### src/rtl/instr_encoder.sv
// instr_encoder
//   Accepts RV32I instruction fields one at a time, encodes them into 32-bit
//   machine words and writes each word into an instruction memory at
//   consecutive word addresses starting at BASE_ADDR.
//
//   Optional feature macro: PROGRAM_HALT_EN
//     defined   : finish writes a 32'h00000000 terminator word before DONE
//     undefined : finish goes straight to DONE without a write
//
// Parameters
//   BASE_ADDR  byte address of the first written word
//   DEPTH      instruction memory capacity in words
//
// Ports
//   clk, rst               clock, asynchronous active-high reset
//   in_valid / in_ready    field handshake
//   cls, func3, sub        instruction class, funct3, R-type subtract select
//   rd, rs1, rs2, imm      register indices and signed immediate
//   finish                 end-of-program level
//   mem_we/addr/wdata      instruction memory write port
//   busy, done, err        status (err is sticky)
module instr_encoder #(
  parameter logic [31:0] BASE_ADDR = 32'h0,
  parameter int          DEPTH     = 256
) (
  input  logic        clk,
  input  logic        rst,
  input  logic        in_valid,
  output logic        in_ready,
  input  logic [2:0]  cls,
  input  logic [2:0]  func3,
  input  logic        sub,
  input  logic [4:0]  rd,
  input  logic [4:0]  rs1,
  input  logic [4:0]  rs2,
  input  logic [31:0] imm,
  input  logic        finish,
  output logic        mem_we,
  output logic [31:0] mem_addr,
  output logic [31:0] mem_wdata,
  output logic        busy,
  output logic        done,
  output logic        err
);

  localparam int          CW      = $clog2(DEPTH + 1);
  localparam logic [CW-1:0] DEPTH_C = CW'(DEPTH);

`ifdef PROGRAM_HALT_EN
  typedef enum logic [2:0] {IDLE, ENC, WRITE, HALT, DONE} state_t;
`else
  typedef enum logic [2:0] {IDLE, ENC, WRITE, DONE} state_t;
`endif

  state_t             state;
  logic [CW-1:0]      count;
  logic [31:0]        addr_next;

  // One-entry field buffer (data only, never reset)
  logic [2:0]         cls_p0;
  logic [2:0]         func3_p0;
  logic               sub_p0;
  logic [4:0]         rd_p0;
  logic [4:0]         rs1_p0;
  logic [4:0]         rs2_p0;
  logic signed [31:0] imm_p0;

  function automatic logic [31:0] encode(input logic [2:0] c, input logic [2:0] f3,
                                         input logic s, input logic [4:0] d,
                                         input logic [4:0] r1, input logic [4:0] r2,
                                         input logic signed [31:0] im);
    logic [31:0] w;
    w = '0;
    case (c)
      3'd0:    w = {im[11:0], r1, 3'b010, d, 7'b0000011};
      3'd1:    w = {im[11:5], r2, r1, 3'b010, im[4:0], 7'b0100011};
      3'd2:    w = {(s ? 7'b0100000 : 7'b0000000), r2, r1, f3, d, 7'b0110011};
      3'd3:    w = {im[12], im[10:5], r2, r1, f3, im[4:1], im[11], 7'b1100011};
      3'd4:    w = {im[11:0], r1, f3, d, 7'b0010011};
      3'd5:    w = {im[20], im[10:1], im[11], im[19:12], d, 7'b1101111};
      3'd6:    w = {im[11:0], r1, 3'b000, d, 7'b1100111};
      default: w = {im[31:12], d, 7'b0110111};
    endcase
    return w;
  endfunction

  // 1 when the immediate fits the class's encodable range
  function automatic logic imm_ok(input logic [2:0] c, input logic signed [31:0] im);
    logic ok;
    ok = 1'b1;
    case (c)
      3'd0, 3'd1, 3'd4, 3'd6: ok = (im >= -32'sd2048) && (im <= 32'sd2047);
      3'd3:    ok = (im >= -32'sd4096) && (im <= 32'sd4094) && !im[0];
      3'd5:    ok = (im >= -32'sd1048576) && (im <= 32'sd1048574) && !im[0];
      3'd7:    ok = (im[11:0] == 12'h000);
      default: ok = 1'b1;
    endcase
    return ok;
  endfunction

  assign addr_next = BASE_ADDR + 32'({count, 2'b00});
  assign in_ready  = (state == IDLE) && (count < DEPTH_C);
  assign busy      = (state != IDLE) && (state != DONE);
  assign done      = (state == DONE);

  // Stage p0: capture fields on accept
  always_ff @(posedge clk) begin
    if (in_valid && in_ready) begin
      cls_p0   <= cls;
      func3_p0 <= func3;
      sub_p0   <= sub;
      rd_p0    <= rd;
      rs1_p0   <= rs1;
      rs2_p0   <= rs2;
      imm_p0   <= imm;
    end
  end

  // Control FSM; mem_* are registered so the strobe is glitch-free
  always_ff @(posedge clk or posedge rst) begin
    if (rst) begin
      state     <= IDLE;
      count     <= '0;
      mem_we    <= 1'b0;
      err       <= 1'b0;
      mem_addr  <= BASE_ADDR;
      mem_wdata <= '0;
    end else begin
      case (state)
        IDLE: begin
          mem_we <= 1'b0;
          if (count == DEPTH_C) begin
            // memory full: give up on the rest of the program
            err   <= 1'b1;
            state <= DONE;
          end else if (in_valid) begin
            state <= ENC;
          end else if (finish) begin
`ifdef PROGRAM_HALT_EN
            mem_we    <= 1'b1;
            mem_wdata <= 32'h0000_0000;
            mem_addr  <= addr_next;
            state     <= HALT;
`else
            state <= DONE;
`endif
          end
        end
        // Stage p1: encode buffered fields into the output word
        ENC: begin
          mem_wdata <= encode(cls_p0, func3_p0, sub_p0, rd_p0, rs1_p0, rs2_p0, imm_p0);
          mem_addr  <= addr_next;
          mem_we    <= 1'b1;
          if (!imm_ok(cls_p0, imm_p0)) err <= 1'b1;
          state     <= WRITE;
        end
        // Stage p2: write strobe is high for this single cycle
        WRITE: begin
          mem_we <= 1'b0;
          count  <= count + CW'(1);
          state  <= IDLE;
        end
`ifdef PROGRAM_HALT_EN
        HALT: begin
          mem_we <= 1'b0;
          count  <= count + CW'(1);
          state  <= DONE;
        end
`endif
        DONE: begin
          mem_we <= 1'b0;
        end
        default: begin
          mem_we <= 1'b0;
          state  <= IDLE;
        end
      endcase
    end
  end

endmodule
### config.mk
export PLATFORM = sky130hd
export DESIGN_NAME = instr_encoder
export DESIGN_NICKNAME = d
export VERILOG_FILES = /design/src/rtl/instr_encoder.sv
export SDC_FILE = /design/constraint.sdc
export NUM_CORES = 1
export LEC_CHECK = 0
export ABC_AREA = 1
export CAP_MARGIN = 20
export CORE_ASPECT_RATIO = 0.75
export CORE_MARGIN = 2
export CORE_UTILIZATION = 57
export DETAILED_ROUTE_END_ITERATION = 8
export DONT_BUFFER_PORTS = 1
export PLACE_DENSITY = 0.75
export SKIP_CTS_REPAIR_TIMING = 1
export SLEW_MARGIN = 25
export SYNTH_ARGS = -nofsm -noshare
export SYNTH_HDL_FRONTEND = slang
export SYNTH_SLANG_ARGS = --single-unit
### constraint.sdc
create_clock -name clk -period 5.35 [get_ports clk]
set_input_delay 1.07 -clock clk [delete_from_list [all_inputs] [get_ports clk]]
set_output_delay 1.07 -clock clk [all_outputs]
set_load 0.1 [all_outputs]
Yosys cells after proc, flatten, opt, wreduce, memory -nomap -nowiden
Cells that the tools add are included.

Bits of input ports: 58. Bits in read-only memories: 0. Memories: 0. Register bits after elaboration: 109. Latch bits: 0. Word-level logic and storage cells: 66. Memory bits (writable): 0. Output and inout port bits: 69.

Reduce and logical (&&, ||, !) cells: 17. Multiply operators: 0. Add/sub/neg operators: 1. Div/mod/pow operators: 0. Shifts and indexed selects: 0. Order comparisons: 7. Equality and inequality tests: 15. Bitwise operators: 1. Muxes and demuxes: 12.

Operators with widths (number): $pmux W32 S7 (1); $ge A32 B12 Y1 const B (1); $ge A32 B13 Y1 const B (1); $ge A32 B21 Y1 const B (1); $le A32 B12 Y1 const B (1); $le A32 B13 Y1 const B (1); $le A32 B21 Y1 const B (1); $eq A3 B2 Y1 const B (4); $eq A3 B3 Y1 const B (4); $logic_not A12 Y1 (1); $add A9 B1 Y9 const B (1); $eq A9 B9 Y1 const B (1); $lt A9 B9 Y1 const B (1); $mux W3 (3); $pmux W3 S3 (1); $logic_and A1 B1 Y1 (8); $eq A3 B1 Y1 const B (2); $logic_not A3 Y1 (2); $mux W6 (1); $mux W1 (4); $ne A4 B3 Y1 const B (1); $pmux W1 S4 (1); $reduce_or A4 Y1 (1); $ne A3 B2 Y1 const B (1); other kinds (9) (9).

Depth between registers and ports, before layout
Gate-level depths: netlist (run 1).

Depth after elaboration: 7. Mapped depth: 14. Mapped depth without buffers: 14.

Worst setup path after synthesis (run 1)
OpenSTA, ideal clock, no wires.

Path type: input-to-reg. Start point: input port in_valid. End point: register cls_p0[0] (enable). Cell stages on the path: 2. Path slack: 0.038 ns. Data required time: 4.818 ns. Setup time: 0.532 ns. Arrival: 4.779 ns. Buffers on the path: 0. Cell sequence: inv_1 -> nor3_1.

Word-level cells in the longest chain between the ends: 1.

Ends and longest elaborated chain: from (decl) (RTL line 28) `input logic in_valid,`; $logic_and A1 B1 Y1 (RTL line 108) `if (in_valid && in_ready) begin`; to (signal assigned) (RTL line 109) `cls_p0 <= cls;`; to (decl) (RTL line 60) `logic [2:0] cls_p0;`.

Every way passes these cells. A chain may end at the register's enable or synchronous reset.

Final worst setup path (run 1)
Start point: register state[0]. End point: output port in_ready.

Word-level cells in the longest chain between the ends: 2.

Ends and longest elaborated chain: from (decl) (RTL line 55) `state_t state;`; from (signal assigned) (RTL line 122) `state <= IDLE;`; from (signal assigned) (RTL line 135) `state <= DONE;`; from (signal assigned) (RTL line 137) `state <= ENC;`; $logic_not A3 Y1 (RTL line 102) `assign in_ready = (state == IDLE) && (count < DEPTH_C);`; $logic_and A1 B1 Y1 (RTL line 102); to (decl) (RTL line 29) `output logic in_ready,`.

Every way passes these cells.

==> impl_metrics.yaml, run 1 <==
outcome:
  status: "finished clean"
synthesis:
  ys_seq_area_share_pct: 59.51
  yosys.area_share.simple_pct: 19.12
  synth_area_leader_cell: "edfxtp_1"
  async_flop_share_pct: 49.53
  synthTopCellsByCount: "nand2_1, nor2_1, edfxtp_1, dfrtp_1, inv_1"
  synth_top_area_share_pct: 32.74
  synth_most_common_cell: "nand2_1"
  synth_compound_area_share_pct: 9.194
  ys.flop_type: "edfxtp_1"
  synth_edf_count: 54
  ys_seq_elements: 107
  synthTopCellsByArea: "edfxtp_1, dfrtp_1, nand2_1, nor2_1, buf_4"
  syn_area_mm2: 0.004954
  synth_top_family_by_area: "simple AND/OR/NAND/NOR gates"
  avgSynthCellArea_um2: 9.581
  syn-instance-count: 517
  yosysUniqueCellTypes: 40
  synth_xor_area_share_pct: 1.414
  yosysWarnings: 0
  synth_fa_ha_area_share_pct: 1.768
  muxShareOfSynthArea_pct: 0
placement:
  portBuffers: 0
  place.gp.congestion: 0.8714
  dp_hpwl_um: 7738
layout:
  synthToLayoutAreaGrowth_pct: 6.618
  n_fill_cell: 681
  drive_above_1_share_pct: 8.031
  antenna_cells: 0
  final_net_count: 583
sta:
  tightest_slew_ns: 1.059
  worst_clock_skew_ns: 0.004892
  holdWs_ns: 0.5036
  slew_viol_final: 0
  setup_viol: 0
  post-route-period-util_pct: 56.50
  tns_ns: 0
  post-route-min-period_ns: 3.023
  maxSlewHeadroom_pct: 29.31
  rsz0062_at_grt: "false"
  hold_viol: 0
  fmax_ghz: 0.3308
clock_tree:
  cts_tree: "yes"
  clk_pin_slew_ns: 0.07
  cts_sinks: 107
  cts_made_buffers: 9
  clockRootBuffer: "clkbuf_16"
  clk_latency_ns: 0.34
  h-tree-depth: 3
  cts_buffer_depth: 2
worst_setup_path:
  worstPathBufferInverterCount: 2
  crit_chain: "inv_1, ha_1, inv_1, nor2_2"
  startpoint: "state[0]$_DFFE_PP0P_"
  slowest_stage: "nor2_2"
  path_delay_family: "simple AND/OR/NAND/NOR gates"
  endpoint: "in_ready"
  timing.rr.start: "state[0]$_DFFE_PP0P_"
  crit_fanout: 4
  worst-r2r-setup-slack_ns: 3.44
  crit_type: "flop to output port"
  end_kind: "output port"
  crit_required_ns: 4.28
  critPathArrivalTime_ns: 1.95
  start_kind: "flop"
  r2r-end: "rs2_p0[2]$_DFFE_PP_"
  path_depth: 4
  max_stage_delay_ns: 0.81
  r2r_cells: 5
  cpMostUsedCell: "inv_1"
global_routing:
  first_global_vias: 3314
  antenna_found_initial: 0
  grt_pass1_wl_um: 16830
  grt_use_met1_pct: 32.33
  grt_use_met3_pct: 7.581
  grtUsageTotal_pct: 23.19
  busiest_layer: "met2"
  grt_max_degree: 55
  overflow: 0
  grt_util_met2_pct: 35.15
routing:
  drt_iter0_markers: 226
  viasPerCell: 5.491
  antenna_left: 0
  wl_per_cell_um: 16.99
  dr.pass1.iters: 5
  routed_wl_um: 10720
  post-route-drc-count: 0
  vias: 3465
die:
  dieArea_mm2: 0.009460
  rows: 29
  io_pins: 127
  die_x_um: 111.6
  start_util_pct: 58.59
  die_y_um: 84.73
  core_mm2: 0.008454
min_path:
  hold_path_class: "flop to flop"
  hold_depth: 2
flow_run:
  drv_cap: 0
-- worst register-to-register path: stages, from the launching register on --
cell	delay (ns)
dfrtp_1	0.40
inv_1	0.13
ha_1	0.19
inv_1	0.08
nor3_2	0.15
buf_4	0.57
-- state kept, by name, indices dropped and copies added, names as in the netlist, 5 cells and up --
register   flops
imm_p0        32
mem_wdata     31
count          9
mem_addr       9
rd_p0          5
rs1_p0         5
rs2_p0         5
-- final cells by class --
class,count,area (um2),area share [%]
Sequential cell,107,2949,55.84
Clock buffer,13,282.8,5.354
Timing Repair Buffer,4,30.03,0.5686
Clock inverter,3,42.54,0.8055
Multi-Input combinational cell,346,1654,31.32
Inverter,50,187.7,3.554
Tap cell,108,135.1,2.559
-- placed cells by master (no fill, tap or decap), types with 3 or more instances in the layout --
master	Yosys	layout
nand3_1	12	12
o211ai_1	9	9
inv_2	12	13
edfxtp_1	54	54
xor2_1	8	8
nand4_1	6	6
dfrtp_1	53	52
ha_1	7	7
buf_4	26	4
nor2_1	73	72
inv_1	36	35
o21ai_0	24	24
clkinv_1	2	3
nor3_1	8	7
clkbuf_16	0	11
conb_1	1	23
a21oi_1	30	30
o21ai_1	3	3
a31oi_1	3	3
nand2_1	119	119
o21a_1	4	4
-- through the flow --
step           instance area (um2)  cells  util [%]  setup WS, ns
6_report                      5281    631     62.47         2.327
3_3_place_gp                  4956    615     58.62         2.718
4_1_cts                       5281    631     62.47         2.300
2_1_floorplan                 5036    539         -       0.03839
3_5_place_dp                  4956    615     58.62         2.680
5_1_grt                       5281    631     62.47         2.242
-- per-layer routing --
layer / up-vias / wire length, um / share of wire (%)
li1: 1653 / - / -
met4: 0 / 148 / 1.4
met5: - / 0 / 0
met3: 15 / 935 / 8.7
met2: 156 / 4666 / 44
met1: 1641 / 4972 / 46
-- logic make-up after synthesis --
group	count (synthesis)
buffers and inverters	86
adder cells (fa/ha/maj)	7
other	1
flip-flops	107
XOR/XNOR	8
AO/OA/AOI/OAI	79
AND/OR/NAND/NOR	229
-- worst min path at each step --
stage                                     from                        to  slack (ns)
after floorplan           count[2]$_DFFE_PP0N_      count[2]$_DFFE_PP0N_        0.47
after global placement      rd_p0[0]$_DFFE_PP_  mem_wdata[7]$_DFFE_PP0P_        0.48
final                       rd_p0[0]$_DFFE_PP_  mem_wdata[7]$_DFFE_PP0P_        0.50
after detailed placement    rd_p0[0]$_DFFE_PP_  mem_wdata[7]$_DFFE_PP0P_        0.49
after global routing        rd_p0[0]$_DFFE_PP_  mem_wdata[7]$_DFFE_PP0P_        0.54
after CTS                   rd_p0[0]$_DFFE_PP_  mem_wdata[7]$_DFFE_PP0P_        0.51
Power of run 1 is not shown: default switching activity piles up to over one toggle a cycle in this logic, so the estimate is an artifact.
==> inputs of run 2 (changes only) <==
- clock period: 5.35 -> 2.45 ns (I/O delays scaled with it)
==> run 2 against run 1 <==
Net effect: non-clock buffer count increased by 42; final cell count increased by 6.7%; sequential share of layout area decreased by 3.2 points.
==> impl_metrics.yaml, run 2 (synthesis results as in run 1) <==
clock_tree:
  clk_pin_slew_ns: 0.07
  h-tree-depth: 3
  clk_latency_ns: 0.35
  clockRootBuffer: "clkbuf_16"
  cts_buffer_depth: 2
  cts_sinks: 107
  cts_made_buffers: 9
  cts_tree: "yes"
sta:
  worst_clock_skew_ns: 0.007375
  setup_slack_ns: 0.3793
  maxSlewHeadroom_pct: 33.58
  post-route-min-period_ns: 2.071
  post-route-period-util_pct: 84.52
  rsz0062_at_grt: "false"
  hold_viol: 0
  holdWs_ns: 0.09995
  tightest_slew_ns: 0.9962
  setup_viol: 0
  slew_viol_final: 0
  fmax_ghz: 0.4829
layout:
  mostFrequentLayoutCell: "nand2_1"
  synthToLayoutAreaGrowth_pct: 13.06
  reg_top3: "imm_p0 (32), mem_wdata (31)"
  drive_above_1_share_pct: 14.87
  layout_common_cells: "nand2_1, nor2_1, edfxtp_1"
  final_net_count: 625
  antenna_cells: 0
  largest_register: "imm_p0"
  largest_reg_flops: 32
  n_fill_cell: 660
  instances_no_fill: 673
placement:
  dp_hpwl_um: 8150
  place.gp.congestion: 0.9327
  portBuffers: 0
  dp_worst_setup_slack_ns: 0.6635
  placed_cells: 657
die:
  io_pins: 127
  start_util_pct: 58.59
  die_x_um: 111.6
  dieArea_mm2: 0.009460
  die_y_um: 84.73
  rows: 29
  core_mm2: 0.008454
worst_setup_path:
  r2r-end: "count[5]$_DFFE_PP0N_"
  crit_chain: "ha_1"
  end_kind: "output port"
  crit_type: "flop to output port"
  crit_required_ns: 1.96
  start_kind: "flop"
  worst-r2r-setup-slack_ns: 0.67
  endpoint: "done"
  startpoint: "state[1]$_DFFE_PP0P_"
  slowest_stage: "ha_1"
  worstPathBufferInverterCount: 0
  max_stage_delay_ns: 0.84
  path_delay_family: "adder cells"
  r2r_cells: 7
  path_depth: 1
  timing.rr.start: "state[0]$_DFFE_PP0P_"
  critPathArrivalTime_ns: 1.58
  crit_fanout: 4
routing:
  antenna_left: 0
  dr.pass1.iters: 5
  vias: 3671
  wl_per_cell_um: 16.85
  post-route-drc-count: 0
  viasPerCell: 5.455
  routed_wl_um: 11340
  drt_iter0_markers: 306
global_routing:
  antenna_found_initial: 0
  overflow: 0
  grt_pass1_wl_um: 18220
  first_global_vias: 3565
  grtUsageTotal_pct: 25.26
  grt_max_degree: 55
outcome:
  status: "finished clean"
flow_run:
  drv_cap: 0
min_path:
  hold_path_class: "primary input to asynchronous set/reset pin"
-- run 2: cell count changes in the layout (fill, tap and decap cells not counted), sizes merged --
cell	before	now
bufinv	1	2
clkbuf	13	10
clkinv	4	6
buf	4	46
-- run 2: how the worst min path moves through the flow --
stage          depth (start not counted)                        to  slack (ns)                 start
2_1_floorplan                          2      count[2]$_DFFE_PP0N_        0.47  count[2]$_DFFE_PP0N_
3_5_place_dp                           1  mem_wdata[2]$_DFFE_PP0P_        0.48                   rst
5_1_grt                                1  mem_wdata[2]$_DFFE_PP0P_        0.16                   rst
3_3_place_gp                           1          mem_we$_DFF_PP0_        0.48                   rst
6_report                               1  mem_wdata[5]$_DFFE_PP0P_         0.1                   rst
4_1_cts                                1  mem_wdata[5]$_DFFE_PP0P_        0.11                   rst
-- run 2: cell type report --
cell class / count / area (um2) / area share (%)
multi-input combinational: 346 / 1660 / 29.65
timing repair buffer: 46 / 357.8 / 6.390
inverter: 50 / 187.7 / 3.351
tap: 108 / 135.1 / 2.413
sequential: 107 / 2949 / 52.66
clock inverter: 6 / 81.33 / 1.452
clock buffer: 10 / 229.0 / 4.088
-- run 2: stage by stage --
stage | util [%] | cell area [um2] | setup TNS, ns
final | 66.24 | 5600 | 0
after global routing | 66.24 | 5600 | 0
after CTS | 66.24 | 5600 | 0
after detailed placement | 62.57 | 5290 | 0
after global placement | 62.57 | 5290 | 0
after floorplan | - | 5050 | -0.1158
-- run 2: routing by layer --
metal,wire (um),up-vias,global-route usage (%),share of wire (%)
met5,0,-,0,0
met2,5193,187,39.17,46
li1,-,1734,-,-
met1,4914,1733,34.78,43
met3,1082,17,8.448,9.5
met4,151,0,6.622,1.3
-- run 2: worst register-to-register path: stages (launching register included) --
cell     delay [ns]
dfrtp_1        0.40
inv_1          0.13
ha_1           0.28
nand2_1        0.07
nor3_1         0.42
nand3_1        0.17
xor2_1         0.16
inv_1          0.05
Power of run 2 is left out for the same reason.
